<file path="config.mk">
export PLATFORM = sky130hd
export DESIGN_NAME = stream_fifo
export DESIGN_NICKNAME = d
export VERILOG_FILES = /design/src/rtl/stream_fifo.sv
export SDC_FILE = /design/constraint.sdc
export NUM_CORES = 1
export LEC_CHECK = 0
export ABC_AREA = 1
export CORE_AREA = 10 10 74 76
export CTS_CLUSTER_DIAMETER = 30
export DETAILED_ROUTE_END_ITERATION = 7
export DIE_AREA = 0 0 84 86
export GPL_TIMING_DRIVEN = 0
export HOLD_SLACK_MARGIN = 0.08
export PLACE_DENSITY_LB_ADDON = 0.12
export SLEW_MARGIN = 10
export SYNTH_ARGS = -nofsm -noshare
export SYNTH_HDL_FRONTEND = slang
export SYNTH_SLANG_ARGS = --single-unit
</file>
<file path="constraint.sdc">
create_clock -name i_clk -period 1.9 [get_ports i_clk]
set_clock_uncertainty 0.2 [all_clocks]
set_input_delay 0.38 -clock i_clk [delete_from_list [all_inputs] [get_ports i_clk]]
set_output_delay 0.38 -clock i_clk [all_outputs]
set_load 0.05 [all_outputs]
</file>
<file path="src/rtl/stream_fifo.sv">
// rtl/stream_fifo.sv - parametrised data/valid/ready FIFO with level, almost-full and flush
// All handshake and status outputs are flops loaded from the next-cycle count.
module stream_fifo #(
   parameter  int WIDTH       = 8,
   parameter  int DEPTH       = 4,
   parameter  int AFULL_LEVEL = DEPTH - 1,
   localparam int LW          = $clog2(DEPTH + 1)
) (
   input  logic             i_clk,
   input  logic             i_rst,
   input  logic             i_flush,
   input  logic [WIDTH-1:0] i_data,
   input  logic             i_valid,
   output logic             o_ready,
   output logic [WIDTH-1:0] o_data,
   output logic             o_valid,
   input  logic             i_ready,
   output logic [LW-1:0]    o_level,
   output logic             o_almost_full
);

   localparam int PW = $clog2(DEPTH);

   logic [WIDTH-1:0] mem [DEPTH];
   logic [PW-1:0]    wr_ptr;
   logic [PW-1:0]    rd_ptr;
   logic [LW-1:0]    cnt;
   logic [LW-1:0]    cnt_next;
   logic             push;
   logic             pop;

   assign push = i_valid & o_ready;
   assign pop  = o_valid & i_ready;

   always_comb begin
      cnt_next = cnt + LW'(push) - LW'(pop);
   end

   // Head entry is a pure mux over storage flops; no input reaches it combinationally.
   assign o_data = mem[rd_ptr];

   always_ff @(posedge i_clk) begin
      if (i_rst) begin
         for (int i = 0; i < DEPTH; i++) begin
            mem[i] <= '0;
         end
         wr_ptr        <= '0;
         rd_ptr        <= '0;
         cnt           <= '0;
         o_valid       <= 1'b0;
         o_ready       <= 1'b0;
         o_level       <= '0;
         o_almost_full <= 1'b0;
      end else if (i_flush) begin
         // A same-cycle pop has already transferred the head; a same-cycle push is dropped.
         wr_ptr        <= '0;
         rd_ptr        <= '0;
         cnt           <= '0;
         o_valid       <= 1'b0;
         o_ready       <= 1'b1;
         o_level       <= '0;
         o_almost_full <= (AFULL_LEVEL == 0);
      end else begin
         if (push) begin
            mem[wr_ptr] <= i_data;
            wr_ptr      <= wr_ptr + PW'(1);
         end
         if (pop) begin
            rd_ptr <= rd_ptr + PW'(1);
         end
         cnt           <= cnt_next;
         o_valid       <= (cnt_next != '0);
         o_ready       <= (cnt_next != LW'(DEPTH));
         o_level       <= cnt_next;
         o_almost_full <= (cnt_next >= LW'(AFULL_LEVEL));
      end
   end

endmodule
</file>
==> results of run 1 <==
==> kinds of logic after synthesis <==
kind of cell / Yosys count / share of synthesized area (%)
DFF: 44 / 63.37
AOI/OAI and AO/OA: 27 / 7.789
adders and majority gates: 3 / 2.376
and+or+nand+nor: 88 / 20.59
buffers and inverters: 27 / 5.875
==> per-stage QoR <==
step,setup WS (ps),util (%),power (mW),instances,setup TNS (ps)
2_1_floorplan,-157.9,-,1.264,189,-206.6
3_3_place_gp,-672.6,58.44,1.351,265,-27860
3_5_place_dp,-690.2,58.44,1.358,265,-30800
4_1_cts,-91.46,63.39,1.990,278,-91.46
5_1_grt,-233.5,68.02,2.097,283,-1950
6_report,-137.8,68.02,2.016,283,-322.9
==> power breakdown <==
group	internal, mW	switching (mW)	leakage [nW]
registers	1.06	0.0230	0.431
logic	0.116	0.181	0.684
clock network	0.337	0.297	0.0534
==> worst paths after layout <==
path	from	endpoint	slack [ps]	cells past startpoint
max	o_ready$_SDFF_PP0_	o_ready$_SDFF_PP0_	-140	11
min	rd_ptr[0]$_SDFFE_PP0P_	flip-flop	320	2
max reg2reg	o_ready$_SDFF_PP0_	o_ready$_SDFF_PP0_	-140	11
min reg2reg	rd_ptr[0]$_SDFFE_PP0P_	flip-flop	320	2
==> layer usage <==
metal | vias up | global-route usage (%)
met3 | 7 | 3.974
met1 | 706 | 12.76
met4 | 0 | 3.653
met5 | - | 0
met2 | 34 | 22.93
li1 | 706 | -
==> what timing repair did <==
action	4_1_cts	5_1_grt
pin swaps	5	13
endpoints found under the setup margin	51	36
buffers inserted	5	3
gates cloned	0	2
resized for setup	87	40
==> state kept, by name (all words and copies together) (netlist names), named ones only <==
name,flops
wr_ptr,2
o_almost_full,1
rd_ptr,2
cnt,3
o_ready,1
mem,32
o_valid,1
==> cell usage after synthesis <==
library cell,n,share of area [%]
nand2_2,1,0.33
dfxtp_1,12,13
buf_2,2,0.53
buf_6,1,0.59
edfxtp_1,32,51
nor2_2,1,0.33
nand2_1,19,3.8
inv_1,24,4.8
nor2_4,1,0.59
o21ai_0,17,4.5
fa_1,1,1.1
nor3b_1,1,0.40
ha_1,2,1.3
nor2_1,57,11
a21oi_1,1,0.26
nor2_8,1,1.1
o211ai_1,1,0.40
nand3_1,4,1.1
nand2_4,3,1.8
o22ai_1,8,2.6
==> layout make-up <==
cell class              count  area (sq um)
plain buffers               3         41.29
clock buffers               7         97.59
clock inverters             1         5.005
fillers                   318          1270
inverters                  24         100.1
multi-input cells         118         800.8
flip-flops and latches     44          1216
well taps                  50         62.56
repair buffers             36         377.9
==> critical path: cells and delay by family, from the launching register on <==
kind	cells	cell delay, ps
fa+ha+maj	3	900
flops	1	360
simple gates	5	340
buf+inv	3	130
==> metrics.md, run 1 <==
| Metric | Value |
|---|---|
| Met2 wire length | 2480 um |
| Largest net degree at the start of global routing | 14 |
| Drt total wl | 4546 um |
| Initial antenna violation count | 0 |
| Synth-to-Final Area Change | 42.51% |
| Clk Tree Root Cell | clkbuf_8 |
| H-tree Lvls | 2 |
| Mean Syn Cell Area | 10.03 sq um |
| N_diodes | 0 |
| Worst skew pair latency | 290 ps |
| RSZ-0062 raised after global routing | yes |
| Rows | 23 |
| Post-Syn Instances | 189 |
| Post-synthesis net count | 205 |
| Drt wl/cell | 16.06 um |
| Die X | 84 um |
| Crit Path Max Fanout | 2 |
| Via count | 1453 |
| Post-layout nets | 248 |
| Worst setup SP type | flip-flop |
| Number of max-cap violations | 0 |
| First-pass GRT wire length | 7224 um |
| Area post-placement | 2321 sq um |
| Drt first-iter violations | 89 |
| Share of cells above drive strength 1 | 34.76% |
| Post-route setup slack | -137.8 ps |
| Worst VDD drop | 446.7 uV |
| Synth warn | 0 |
| DPL Wire Length | 2953 um |
| Hold buffer count at CTS | 0 |
| Tmin final | 2038 ps |
| ANT nets after route | 0 |
| Netlist cell types | 20 |
| Inserted Clock Buffers | 5 |
| CP max-delay cell | fa_2 |
| GRT Overall Usage | 12.27% |
| Critical path type | reg -> reg |
| Yosys reg bits | 44 |
| Vias per inst | 5.134 |
| Clock transition at the registers of the reported paths | 80 ps |
| CTS sink cnt | 44 |
| Slowest stage delay, CP | 550 ps |
| IO buf count | 26 |
| LEAKAGE | 1.169 nW |
| Period utilization | 107.3% |
| Clock buffer depth | 2 |
| Initial Util | 47.73% |
| Setup crit end kind | flip-flop |
| M1 wire length | 1787 um |
| Vias in the first global route | 1511 |
| Pin slew with the least headroom to its limit | 498.9 ps |
| Die height | 86 um |
| Met3 WL post-DR | 233 um |
| DRC errors left | 0 |
| Design area | 2701 sq um |
| GRT overflow | 0 |
| Commonest non-fill, non-tap cell in the layout | nor2_1 |
| CP Cell Sequence | nand2_4, ha_4, inv_2, ha_4, inv_2, fa_2, nand2_2, nor2_1, nand3_1, nand2_1, inv_1 |
| Sequential share of the synthesized area | 63.37% |
| Ports | 27 |
| Critical path data required time | 1890 ps |
| Routability Congestion | 0.7673 |
| Outcome | finished with violations |
| Detailed Routing Iterations Pass 1 | 4 |
| Finish-stage setup viols | 4 |
| Worst Hold Class | reg -> reg |
| Top sig layer | met4 |
| Final hold violations | 0 |
| DIE AREA | 7224 sq um |
| Fmax | 0.4907 GHz |
| Max_slew headroom | 66.87% |
| Core area | 3971 sq um |
| CTS tree | built |
| Violated checks | setup timing |
| Pins Over Slew Limit | 0 |
| Arrival @ worst endpoint | 2030 ps |
| Mapped cell area | 1896 sq um |
| Worst hold slack | 324.9 ps |
| Pwr dens | 746.3 nW/um^2 |
| Most frequent cells in the layout | 48 x nor2_1, 32 x edfxtp_1, 19 x inv_1 |
No activity file was read; power rests on OpenSTA's default activity.
==> inputs of run 2 (changes only) <==
SETUP_SLACK_MARGIN = 0.02   (was not set)
==> run 2 against run 1 <==
Against the previous run: cell count is 0.71% higher; the run still ends with setup timing left; sequential power hardly changed; non-clock buffer count is 2 higher; worst setup slack better by 2.5 ps; largest cell class unchanged; critical path depth stayed put; critical path type unchanged; combinational power is 2% higher.
==> metrics.md, run 2 (synthesis gave the netlist of run 1 again) <==
| Metric | Value |
|---|---|
| Hold buffer count at CTS | 0 (unchanged) |
| Crit Path Max Fanout | 2 (unchanged) |
| Worst setup SP type | flip-flop |
| Buffers & Inverters on Critical Path | 3 (unchanged) |
| Largest net degree at the start of global routing | 14 (unchanged) |
| Clk Tree Root Cell | clkbuf_8 |
| CTS sink cnt | 44 (unchanged) |
| Arrival @ worst endpoint | 2030 ps (about the same) |
| Worst Hold Class | in -> reg |
| Commonest non-fill, non-tap cell in the layout | nor2_1 |
| Drt total wl | 4386 um (-3.5%) |
| Number of max-cap violations | 0 (unchanged) |
| Synth-to-Final Area Change | 43.70% |
| Core area | 3971 sq um (unchanged) |
| Pwr dens | 739.9 nW/um^2 (-0.86%) |
| Routability Congestion | 0.7673 (unchanged) |
| Clock transition at the registers of the reported paths | 80 ps (about the same) |
| Final hold violations | 0 (unchanged) |
| Die X | 84 um (unchanged) |
| Worst skew pair latency | 290 ps (about the same) |
| Post-route setup slack | -135.3 ps (+2.499 ps) |
| Dpl ws | -690.2 ps (unchanged) |
| CP Cell Sequence | nand2_4, ha_4, inv_2, ha_4, inv_2, fa_2, nand2_2, nor2_1, nand3_1, nand2_1, inv_1 |
| CP max-delay cell | fa_2 |
| Cells on worst reg2reg path | 11 (unchanged) |
| Design area | 2724 sq um (+0.83%) |
| DIE AREA | 7224 sq um (unchanged) |
| RSZ-0062 raised after global routing | yes |
| Post-layout nets | 250 (+0.81%) |
| Setup crit end kind | flip-flop |
| Max_slew headroom | 66.83% (about the same) |
| Violated checks | setup timing |
| LEAKAGE | 1.200 nW (+2.7%) |
| First-pass GRT wire length | 7596 um (+5.1%) |
| Outcome | finished with violations |
| Slowest stage delay, CP | 550 ps (about the same) |
| Initial Util | 47.73% (unchanged) |
| Reg-to-Reg End | o_ready$_SDFF_PP0_ |
| Inserted Clock Buffers | 5 (unchanged) |
| Ports | 27 (unchanged) |
| R2r setup slk | -140 ps (about the same) |
| Detailed Routing Iterations Pass 1 | 4 (unchanged) |
| Tmin final | 2035 ps (-2.499 ps) |
| Critical path type | reg -> reg |
| Critical path data required time | 1890 ps (about the same) |
| Drt first-iter violations | 85 (-4.5%) |
| Most frequent cells in the layout | 43 x nor2_1, 32 x edfxtp_1, 18 x inv_1 |
| Hold endpoint | o_ready$_SDFF_PP0_ |
| Area post-placement | 2321 sq um (unchanged) |
| Finish-stage setup viols | 9 (+5) |
| Vias in the first global route | 1572 (+4.0%) |
| Fin util | 68.59% (+0.57 points) |
| Clock buffer depth | 2 (unchanged) |
| H-tree Lvls | 2 (unchanged) |
| Worst hold slack | 308.6 ps (-16.23 ps) |
| Via count | 1445 (-0.55%) |
| Fmax | 0.4913 GHz (+0.12%) |
| Max reg flops | 32 (unchanged) |
| DPL Wire Length | 2953 um (unchanged) |
| IO buf count | 26 (unchanged) |
| Biggest regs | mem: 32 flops, cnt: 3 flops |
| Hold path start | i_flush |
| N_diodes | 0 (unchanged) |
| Die height | 86 um (unchanged) |
| Rows | 23 (unchanged) |
| GRT Overall Usage | 12.94% (+0.68 points) |
| CTS tree | built |
| Vias per inst | 5.070 (-1.2%) |
| Initial antenna violation count | 0 (unchanged) |
| Period utilization | 107.1% (-0.13 points) |
| Drt wl/cell | 15.39 um (-4.2%) |
| Share of cells above drive strength 1 | 35.74% (+0.98 points) |
| GRT overflow | 0 (unchanged) |
| Pins Over Slew Limit | 0 (unchanged) |
| DRC errors left | 0 (unchanged) |
| ANT nets after route | 0 (unchanged) |
| Worst R2R Start | o_ready$_SDFF_PP0_ |
| Largest reg by FF count | mem |
| Pwr Total | 2.015 mW (about the same) |
| Hold Crit Depth | 5 (+3) |
| Pin slew with the least headroom to its limit | 499.5 ps (+0.5498 ps) |
| Worst VDD drop | 451.7 uV (+1.1%) |
| Worst path top cell family by delay | adder cells |
run 2: changes by cell type in the layout (fill, tap and decap cells not counted), sizes merged:
| cell | before | now |
|---|---|---|
| clkbuf | 9 | 7 |
| dlymetal6s2s | 0 | 2 |
| clkdlybuf4s15 | 0 | 1 |
| dlygate4sd2 | 8 | 7 |
| clkdlybuf4s50 | 10 | 8 |
| buf | 19 | 23 |
run 2: repair_timing:
item,CTS,global route
resized for setup,110,21
pin swaps,12,10
endpoints found under the setup margin,51,37
hold endpoints to repair,0,0
buffers inserted,8,2
gates cloned,2,0
run 2: worst min-delay path, stage by stage:
cell,delay (ps)
dlymetal6s2s_1,180
nor2_1,60
nand3_1,60
nand2_1,50
inv_1,50
run 2: area by class of cell:
| class | count | area (sq um) |
|---|---|---|
| Clock buffer | 7 | 97.59 |
| Sequential cell | 44 | 1216 |
| Buffer | 3 | 41.29 |
| Multi-Input combinational cell | 118 | 795.8 |
| Timing Repair Buffer | 38 | 407.9 |
| Clock inverter | 1 | 5.005 |
| Tap cell | 50 | 62.56 |
| Inverter | 24 | 97.59 |
| Fill cell | 305 | 1247 |
run 2: worst max path at each step:
stage,from,to,slack [ps],cells after the start
floorplan,o_valid$_SDFF_PP0_,o_ready$_SDFF_PP0_,-160,12
global route,o_valid$_SDFF_PP0_,o_ready$_SDFF_PP0_,-230,12
finish,o_ready$_SDFF_PP0_,o_ready$_SDFF_PP0_,-140,11
global placement,i_valid,o_ready$_SDFF_PP0_,-670,12
detailed placement,i_valid,o_ready$_SDFF_PP0_,-690,12
CTS,o_ready$_SDFF_PP0_,o_ready$_SDFF_PP0_,-90,11
run 2: power breakdown:
part / internal, mW / switching (mW) / leakage [nW] / total, mW
Combinational: 0.121 / 0.182 / 0.716 / 0.303
Clock: 0.337 / 0.292 / 0.0534 / 0.629
Sequential: 1.06 / 0.0215 / 0.431 / 1.08
run 2: metrics by stage:
stage | cells | TNS (ps)
final | 285 | -462.7
after global routing | 285 | -1292
after CTS | 283 | -217.7
after detailed placement | 265 | -30800
after global placement | 265 | -27860
after floorplan | 189 | -206.6
run 2: metal layers:
metal  up-vias  GRT usage, %  wire length, um
met5         -             0                0
met4         0         3.653               31
met3         5         3.974              228
met2        42         24.32             2404
met1       677         13.56             1721
li1        721             -                -
==> inputs of run 3 (changes only) <==
RECOVER_POWER = 50   (was not set)
==> results of run 3 <==
No change in the layout: final DEF, timing and power equal those of run 2.
